--- src/rtl/cga_tournament_selector.sv ---
// ---------------------------------------------------------------------------
// cga_tournament_selector
//
// Tournament selection stage for a compact-GA probability-vector population.
// Each tournament draws Samples individuals from the population, offers each
// one to an external fitness evaluator and keeps the candidate with the
// lowest fitness. At the end it writes the winner and an update rate (tax)
// back to the population with a one-cycle we pulse.
//
// Ports
//   clk          in   clock, all state updates on the rising edge
//   rst          in   synchronous reset, active-high, overrides everything
//   start        in   begin a tournament (ignored unless idle)
//   individual   in   population output, valid the cycle after pop_ce
//   pop_ce       out  population sample enable, one-cycle pulse
//   eval_valid   out  candidate offered to the evaluator
//   eval_data    out  candidate chromosome, stable while eval_valid is high
//   eval_ready   in   evaluator accepts on eval_valid && eval_ready
//   fit_valid    in   fitness result strobe (only honoured while waiting)
//   fit_value    in   fitness of the last accepted candidate
//   winner       out  best candidate of the current/last tournament
//   tax          out  update rate paired with winner
//   we           out  population write, one-cycle pulse
//   busy         out  high whenever a tournament is in progress
//   done         out  one-cycle pulse, coincident with we
//   best_fitness out  fitness of winner
//   generation   out  completed tournaments, wraps at 16 bits
// ---------------------------------------------------------------------------
module cga_tournament_selector #(
  parameter int Width      = 32,
  parameter int TaxWidth   = 2,
  parameter int FitWidth   = 32,
  parameter int Samples    = 4,
  parameter int CountWidth = 3
) (
  input  logic                clk,
  input  logic                rst,
  input  logic                start,
  input  logic [Width-1:0]    individual,
  output logic                pop_ce,
  output logic                eval_valid,
  output logic [Width-1:0]    eval_data,
  input  logic                eval_ready,
  input  logic                fit_valid,
  input  logic [FitWidth-1:0] fit_value,
  output logic [Width-1:0]    winner,
  output logic [TaxWidth-1:0] tax,
  output logic                we,
  output logic                busy,
  output logic                done,
  output logic [FitWidth-1:0] best_fitness,
  output logic [15:0]         generation
);

  typedef enum logic [2:0] {
    ST_IDLE    = 3'd0,
    ST_SAMPLE  = 3'd1,
    ST_CAPTURE = 3'd2,
    ST_ISSUE   = 3'd3,
    ST_WAIT    = 3'd4,
    ST_COMPARE = 3'd5,
    ST_UPDATE  = 3'd6
  } state_t;

  localparam logic [CountWidth-1:0] SAMPLES_C = CountWidth'(Samples);
  localparam logic [CountWidth-1:0] ONE_C     = CountWidth'(1);
  localparam logic [CountWidth-1:0] WINS_MAX  = {CountWidth{1'b1}};
  localparam int                    TAX_MAX_I = (1 << TaxWidth) - 1;

  state_t                state_q, state_d;
  logic [CountWidth-1:0] count_q, count_d;
  logic [CountWidth-1:0] wins_q, wins_d;
  logic                  best_valid_q, best_valid_d;
  logic [Width-1:0]      cand_q, cand_d;
  logic [FitWidth-1:0]   fit_q, fit_d;
  logic [Width-1:0]      winner_q, winner_d;
  logic [FitWidth-1:0]   best_q, best_d;
  logic [TaxWidth-1:0]   tax_q, tax_d;
  logic [15:0]           gen_q, gen_d;
  logic                  pop_ce_q, pop_ce_d;
  logic                  eval_valid_q, eval_valid_d;
  logic                  we_q, we_d;
  logic                  done_q, done_d;
  logic                  busy_q, busy_d;

  // Next-state and next-output computation for the tournament FSM.
  always_comb begin
    state_d      = state_q;
    count_d      = count_q;
    wins_d       = wins_q;
    best_valid_d = best_valid_q;
    cand_d       = cand_q;
    fit_d        = fit_q;
    winner_d     = winner_q;
    best_d       = best_q;
    gen_d        = gen_q;
    eval_valid_d = eval_valid_q;
    pop_ce_d     = 1'b0;
    we_d         = 1'b0;
    done_d       = 1'b0;

    case (state_q)
      ST_IDLE: begin
        if (start) begin
          state_d      = ST_SAMPLE;
          count_d      = {CountWidth{1'b0}};
          wins_d       = {CountWidth{1'b0}};
          best_valid_d = 1'b0;
          pop_ce_d     = 1'b1;  // registered, so it is high during SAMPLE
        end else begin
          state_d = ST_IDLE;
        end
      end
      ST_SAMPLE: begin
        state_d = ST_CAPTURE;
      end
      ST_CAPTURE: begin
        // individual is valid in the cycle after pop_ce
        cand_d       = individual;
        eval_valid_d = 1'b1;
        state_d      = ST_ISSUE;
      end
      ST_ISSUE: begin
        if (eval_ready) begin
          eval_valid_d = 1'b0;
          state_d      = ST_WAIT;
        end else begin
          state_d = ST_ISSUE;
        end
      end
      ST_WAIT: begin
        if (fit_valid) begin
          fit_d   = fit_value;
          state_d = ST_COMPARE;
        end else begin
          state_d = ST_WAIT;
        end
      end
      ST_COMPARE: begin
        // Strictly-less keeps the incumbent on ties; the tie counts as a loss
        // for the newcomer and so raises the winner's tax.
        if (!best_valid_q || (fit_q < best_q)) begin
          best_d       = fit_q;
          winner_d     = cand_q;
          wins_d       = {CountWidth{1'b0}};
          best_valid_d = 1'b1;
        end else if (wins_q != WINS_MAX) begin
          wins_d = wins_q + ONE_C;
        end else begin
          wins_d = wins_q;
        end
        count_d = count_q + ONE_C;
        if (count_d == SAMPLES_C) begin
          state_d = ST_UPDATE;
          we_d    = 1'b1;
          done_d  = 1'b1;
          gen_d   = gen_q + 16'd1;
        end else begin
          state_d  = ST_SAMPLE;
          pop_ce_d = 1'b1;
        end
      end
      ST_UPDATE: begin
        state_d = ST_IDLE;
      end
      default: begin
        state_d      = ST_IDLE;
        eval_valid_d = 1'b0;
      end
    endcase

    if (int'(wins_d) > TAX_MAX_I) begin
      tax_d = TaxWidth'(TAX_MAX_I);
    end else begin
      tax_d = TaxWidth'(wins_d);
    end

    busy_d = (state_d != ST_IDLE);
  end

  // State and registered-output flops with synchronous reset.
  always_ff @(posedge clk) begin
    if (rst) begin
      state_q      <= ST_IDLE;
      count_q      <= {CountWidth{1'b0}};
      wins_q       <= {CountWidth{1'b0}};
      best_valid_q <= 1'b0;
      cand_q       <= {Width{1'b0}};
      fit_q        <= {FitWidth{1'b0}};
      winner_q     <= {Width{1'b0}};
      best_q       <= {FitWidth{1'b0}};
      tax_q        <= {TaxWidth{1'b0}};
      gen_q        <= 16'd0;
      pop_ce_q     <= 1'b0;
      eval_valid_q <= 1'b0;
      we_q         <= 1'b0;
      done_q       <= 1'b0;
      busy_q       <= 1'b0;
    end else begin
      state_q      <= state_d;
      count_q      <= count_d;
      wins_q       <= wins_d;
      best_valid_q <= best_valid_d;
      cand_q       <= cand_d;
      fit_q        <= fit_d;
      winner_q     <= winner_d;
      best_q       <= best_d;
      tax_q        <= tax_d;
      gen_q        <= gen_d;
      pop_ce_q     <= pop_ce_d;
      eval_valid_q <= eval_valid_d;
      we_q         <= we_d;
      done_q       <= done_d;
      busy_q       <= busy_d;
    end
  end

  assign pop_ce       = pop_ce_q;
  assign eval_valid   = eval_valid_q;
  assign eval_data    = cand_q;
  assign winner       = winner_q;
  assign tax          = tax_q;
  assign we           = we_q;
  assign busy         = busy_q;
  assign done         = done_q;
  assign best_fitness = best_q;
  assign generation   = gen_q;

endmodule
--- config.mk ---
export PLATFORM = sky130hd
export DESIGN_NAME = cga_tournament_selector
export DESIGN_NICKNAME = d
export VERILOG_FILES = /design/src/rtl/cga_tournament_selector.sv
export SDC_FILE = /design/constraint.sdc
export NUM_CORES = 1
export LEC_CHECK = 0
export CAP_MARGIN = 20
export CELL_PAD_IN_SITES_DETAIL_PLACEMENT = 0
export CELL_PAD_IN_SITES_GLOBAL_PLACEMENT = 2
export CORE_MARGIN = 2
export CORE_UTILIZATION = 25
export CTS_CLUSTER_DIAMETER = 150
export DETAILED_ROUTE_END_ITERATION = 8
export PLACE_DENSITY = 0.78
export SETUP_SLACK_MARGIN = 0.3
export SLEW_MARGIN = 10
export SYNTH_ARGS = -nofsm -noshare
export SYNTH_HDL_FRONTEND = slang
export SYNTH_SLANG_ARGS = --single-unit
export TNS_END_PERCENT = 30
--- constraint.sdc ---
create_clock -name clk -period 2.3 [get_ports clk]
set_clock_uncertainty 0.15 [all_clocks]
set_input_delay 0.46 -clock clk [delete_from_list [all_inputs] [get_ports clk]]
set_output_delay 0.46 -clock clk [all_outputs]
set_load 0.005 [all_outputs]
[After elaboration in Yosys (flattened, before gate mapping)]
Index checks and enable logic that the tools add are counted.
Cells by class
  add/sub/neg operators: 3
  $mul: 0
  divide/modulo/power cells: 0
  order comparisons: 2
  eq/ne operators: 11
  shift-type cells: 0
  muxes and demuxes: 21
  bitwise operators: 2
  reduce and logical (&&, ||, !) cells: 13
Operator list (number)
  < comparator 32 bit: 1
  2-to-1 mux 3 bit: 6
  case mux 3 bit (6 select lines): 1
  adder 16 x 1 -> 16 bit (second input constant): 1
  == test 3 bit (second input constant): 4
  case mux 3 bit (2 select lines): 2
  AND reduction 2 bit: 5
  2-to-1 mux 1 bit: 8
  adder 3 x 1 -> 3 bit (second input constant): 2
  == test 3 x 2 -> 1 bit (second input constant): 2
  inequality test 2 bit (second input constant): 3
  OR reduction 5 bit: 1
  case mux 1 bit (2 select lines): 2
  == test 3 x 1 -> 1 bit (second input constant): 1
  > comparator 3 x 2 -> 1 bit (second input constant): 1
  zero test 3 bit: 1
  inequality test 3 bit (second input constant): 1
  case mux 1 bit (3 select lines): 1
  AND reduction 3 bit: 1
  nonzero test 3 bit: 1
  2-to-1 mux 2 bit: 1
  inverter 1 bit: 2
  nonzero test 2 bit: 1
  OR reduction 2 bit: 1
  other kinds (2): 2
Word-level totals
  flip-flop bits (word level): 160
  latch bits: 0
  RAM bits: 0
  memory bits (read-only): 0
  output and inout bits: 119
  logic and storage cells: 66
  memories kept: 0

[Logic depth before layout (Yosys ltp)]
  depth after elaboration: 6
  mapped depth: 11
  gate-level depth less buffers: 9

[Least setup slack after synthesis]
OpenSTA, ideal clock, no wires.
  kind: register to register
  start: reg best_q[6] (netlist: best_fitness[6])
  end: reg winner_q[0] (netlist: winner[0])
  setup time: 0.128 ns
  arrival: 2.209 ns
  setup slack: -0.187 ns
  cell stages (with the launch flop): 12
  buffers on the path: 2
  period minus slack after synthesis: 2.487 ns
  cells stage by stage: dfxtp_1 > inv_1 > ha_1 > and3_1 > o311a_1 > o21ai_2 > a31oi_1 > a211oi_2 > buf_6 > buf_12 > mux2i_1 > nor2_1
On the way
  cells in the longest elaborated chain, start to end: 3
Ends and longest elaborated chain
  start: declaration: RTL line 77  | logic [FitWidth-1:0] best_q, best_d;
  start signal: assignment: RTL line 191  | best_q <= {FitWidth{1'b0}};
  start signal: assignment: RTL line 207  | best_q <= best_d;
  < comparator 32 bit: RTL line 142  | if (!best_valid_q || (fit_q < best_q)) begin
  logical OR 1 bit: RTL line 142
  AND reduction 2 bit (no line)
  end signal: assignment: RTL line 190  | winner_q <= {Width{1'b0}};
  end signal: assignment: RTL line 206  | winner_q <= winner_d;
  end: declaration: RTL line 76  | logic [Width-1:0] winner_q, winner_d;
Every way passes these cells.
A chain may end at the register's enable or synchronous reset.

[Worst setup path in the final report]
  start: reg best_q[18] (netlist: best_fitness[18])
  end: reg best_q[14] (netlist: best_fitness[14])
On the way
  cells in the longest elaborated chain, start to end: 3
Ends and longest elaborated chain (RTL line)
  < comparator 32 bit: 142
  logical OR 1 bit: 142
  AND reduction 2 bit (no line)
Every way passes these cells.

==> metrics.csv <==
metric,value,unit
run_status,"complete, but fails checks",
failed_checks,setup timing,
ys_ff_latch,160,
finalMaxSlewViolations,0,
grt_util_met2,23.6,%
detail-route-antenna-nets,0,
arrival,2810,ps
worst_slack,-360,ps
rr_worst_depth,14,
p_seq_share,43.6,%
grt_pass1_vias,5940,
yosysTopAreaCell,dfxtp_1,
die_area,28300,sq um
ys.flop_type,dfxtp_1,
finalCritPeriodShare,116,%
combPwrFrac,7.5,%
die_w,168,um
clk_path_buf_depth,2,
finalSetupViolCount,69,
grt_pass1_wl,32.3,mm
crit_fanout,4,
layout_min_cycle_time,2660,ps
clockRootBuffer,clkbuf_16,
r2r_setup_slack,-360,ps
start_kind,flip-flop,
critPathKind,flip-flop to flip-flop,
power_density,605,nW/um^2
leakagePower,4.24,nW
timing_hold_violations_final,0,
ys_types,48,
synth_edf_count,0,
viasPerCell,4.42,
place_congestion,0.730,
io_pins,188,
clock-sinks,160,
grt_use_met1,17.9,%
ys_warn_count,0,
num_antenna_cells,0,
p_int,0.00498,W
insertion_delay,420,ps
routedWlPerCell,14.9,um
final_cells,1385,
clkTransAtPathRegs,70,ps
die_y,168,um
vias,6116,
finalPower,0.00655,W
worst_pin_slew,625,ps
portBuffers,187,
max_freq,0.376,GHz
cp-startpoint,best_fitness[18]$_SDFFE_PP0P_,
drt_pass1_iterations,4,
overflow,0,
crit_required,2450,ps
maxCapViolCount,0,
synthesis.nets,869,
final_nets,1135,
netlist_top_cells_area,"dfxtp_1, mux2i_1, nand2_1",
synth.most_common_cell,dfxtp_1,
grt-busiest-layer,met2,
pwr-share-clk,48.9,%
cts_buffers,17,
rsz0062_at_grt,true,
swShare,24.0,%
syn-cell-area,6750,sq um
core-area,26700,sq um
drt_iter0_markers,248,
dp_hpwl,13.4,mm
drive_gt1_share,21.5,%
ctsHoldBuffers,0,
start_util,25.3,%
htree_levels,4,
grtUsageTotal,14.4,%
rows,60,
maxSlewHeadroom,57.2,%
synthCells,765,
async_flop_share,0,%
drc,0,
cts_tree,done,
grt_max_degree,97,
routed_wl,20.7,mm
reg2reg_to,best_fitness[14]$_SDFFE_PP0P_,
syn_avg_cell_area,8.83,sq um
antenna_found_initial,0,
r2r_start,best_fitness[18]$_SDFFE_PP0P_,
cp-endpoint,best_fitness[14]$_SDFFE_PP0P_,
numPlacedInstances,1340,
irDropWorstVdd,0.000453,V
area.growth.synth_to_final,60.5,%
synth_common_cells,"dfxtp_1, nand2_1, nor2_1, a21oi_1, mux2i_1",
power.net_switching,0.00158,W
cp-end-kind,flip-flop,
use_met3,4.91,%
min_path_type,input port to flip-flop,
yosysSeqAreaShare,47.4,%
yosys.area.top_type_share,47.4,%
## per-layer routing
layer | vias to the layer above | part of all wire [%] | wire (um)
li1 | 3098 | - | -
met1 | 2862 | 45 | 9320
met2 | 138 | 47 | 9730
met3 | 18 | 6.5 | 1340
met4 | 0 | 1.3 | 276
met5 | - | 0 | 0
## logic make-up (layout without fill, tap and decap cells)
| family | count (synthesis) | count (layout) | share of synthesized area [%] |
|---|---|---|---|
| AOI/OAI and AO/OA | 124 | 124 | 10.6 |
| buffers and inverters | 80 | 359 | 6.13 |
| xor gates and xnor gates | 13 | 13 | 1.69 |
| DFF | 160 | 160 | 47.4 |
| muxes | 65 | 65 | 9.64 |
| adders and majority gates | 35 | 35 | 6.49 |
| and+or+nand+nor | 288 | 288 | 18.1 |
## timing repair
action,in CTS,in global routing
pin swaps,24,16
gates cloned,4,2
buffers inserted,4,3
gates resized for setup,69,53
endpoints found under the setup margin,88,107
## worst max-delay path, stage by stage, from the launching register on
cell	delay (ps)
dfxtp_2	320
inv_1	60
ha_4	270
buf_4	90
nand4_1	140
nor4_2	320
buf_4	190
nand2_4	50
a31oi_4	200
a211oi_4	50
buf_4	180
clkbuf_16	160
buf_8	130
mux2i_1	160
nor2_1	50
## metrics by stage
| step | setup TNS (ps) | util [%] | hold slack [ps] | setup slack (ps) | area, sq um |
|---|---|---|---|---|---|
| floorplan | -2760 | - | 294 | -48.1 | 6760 |
| global placement | -24090 | 35.7 | 311 | -392 | 9540 |
| detailed placement | -24830 | 35.7 | 314 | -405 | 9540 |
| CTS | -21340 | 39.6 | 265 | -358 | 10600 |
| global route | -33640 | 40.5 | 287 | -532 | 10800 |
| finish | -21710 | 40.5 | 286 | -360 | 10800 |
## power by group through the flow
| stage | Sequential (W) | Clock [W] | Combinational (W) |
|---|---|---|---|
| finish | 0.00286 | 0.00321 | 0.000490 |
| global route | 0.00287 | 0.00340 | 0.000538 |
| CTS | 0.00286 | 0.00330 | 0.000492 |
| detailed placement | 0.00292 | 0 | 0.000479 |
| global placement | 0.00292 | 0 | 0.000479 |
| floorplan | 0.00292 | 0 | 0.000183 |
## sequential cells by signal, summed over array words and instances, names as in the netlist
register,cells
best_fitness,32
count_q,3
busy,1
state_q,3
generation,16
done,1
tax,2
fit_q,32
eval_data,32
winner,32
eval_valid,1
best_valid_q,1
wins_q,3
pop_ce,1
## worst min-delay path by stage
stage                                     from                            to  slack (ps)  cells past startpoint
global route                               rst  best_fitness[5]$_SDFFE_PP0P_         290                      2
finish                                     rst  best_fitness[0]$_SDFFE_PP0P_         290                      2
global placement    eval_data[23]$_SDFFE_PP0P_    eval_data[23]$_SDFFE_PP0P_         310                      2
CTS                                        rst  best_fitness[0]$_SDFFE_PP0P_         260                      2
floorplan                fit_q[0]$_SDFFE_PP0P_         fit_q[0]$_SDFFE_PP0P_         290                      2
detailed placement  eval_data[18]$_SDFFE_PP0P_    eval_data[18]$_SDFFE_PP0P_         310                      2
## cells in the final DEF (no fill, tap or decap), drive strengths merged, types with 2 or more instances in the layout
cell,synthesis,routed
ha,35,35
a21oi,86,86
inv,39,45
nand2b,2,2
dlygate4sd2,0,4
a211oi,3,3
nor2,89,89
clkdlybuf4s50,0,167
or3,5,5
a22oi,3,3
clkinv,0,4
nand3,9,9
and4,3,3
o211ai,3,3
dfxtp,160,160
nand2,152,152
buf,10,100
clkbuf,31,20
mux2i,65,65
nor3,8,8
bufinv,0,4
nand4,10,10
dlymetal6s2s,0,15
and3,5,5
xor2,10,10
o211a,2,2
o21ai,11,11
xnor2,3,3
a31oi,5,5
## final cells by class
type,count,area [sq um]
Inverter,39,146
Tap cell,341,427
Clock buffer,18,439
Multi-Input combinational cell,525,3460
Sequential cell,160,3250
Clock inverter,14,220
Fill cell,2695,15900
Timing Repair Buffer,288,2890
Note: power is estimated with default switching activity, not from simulation.
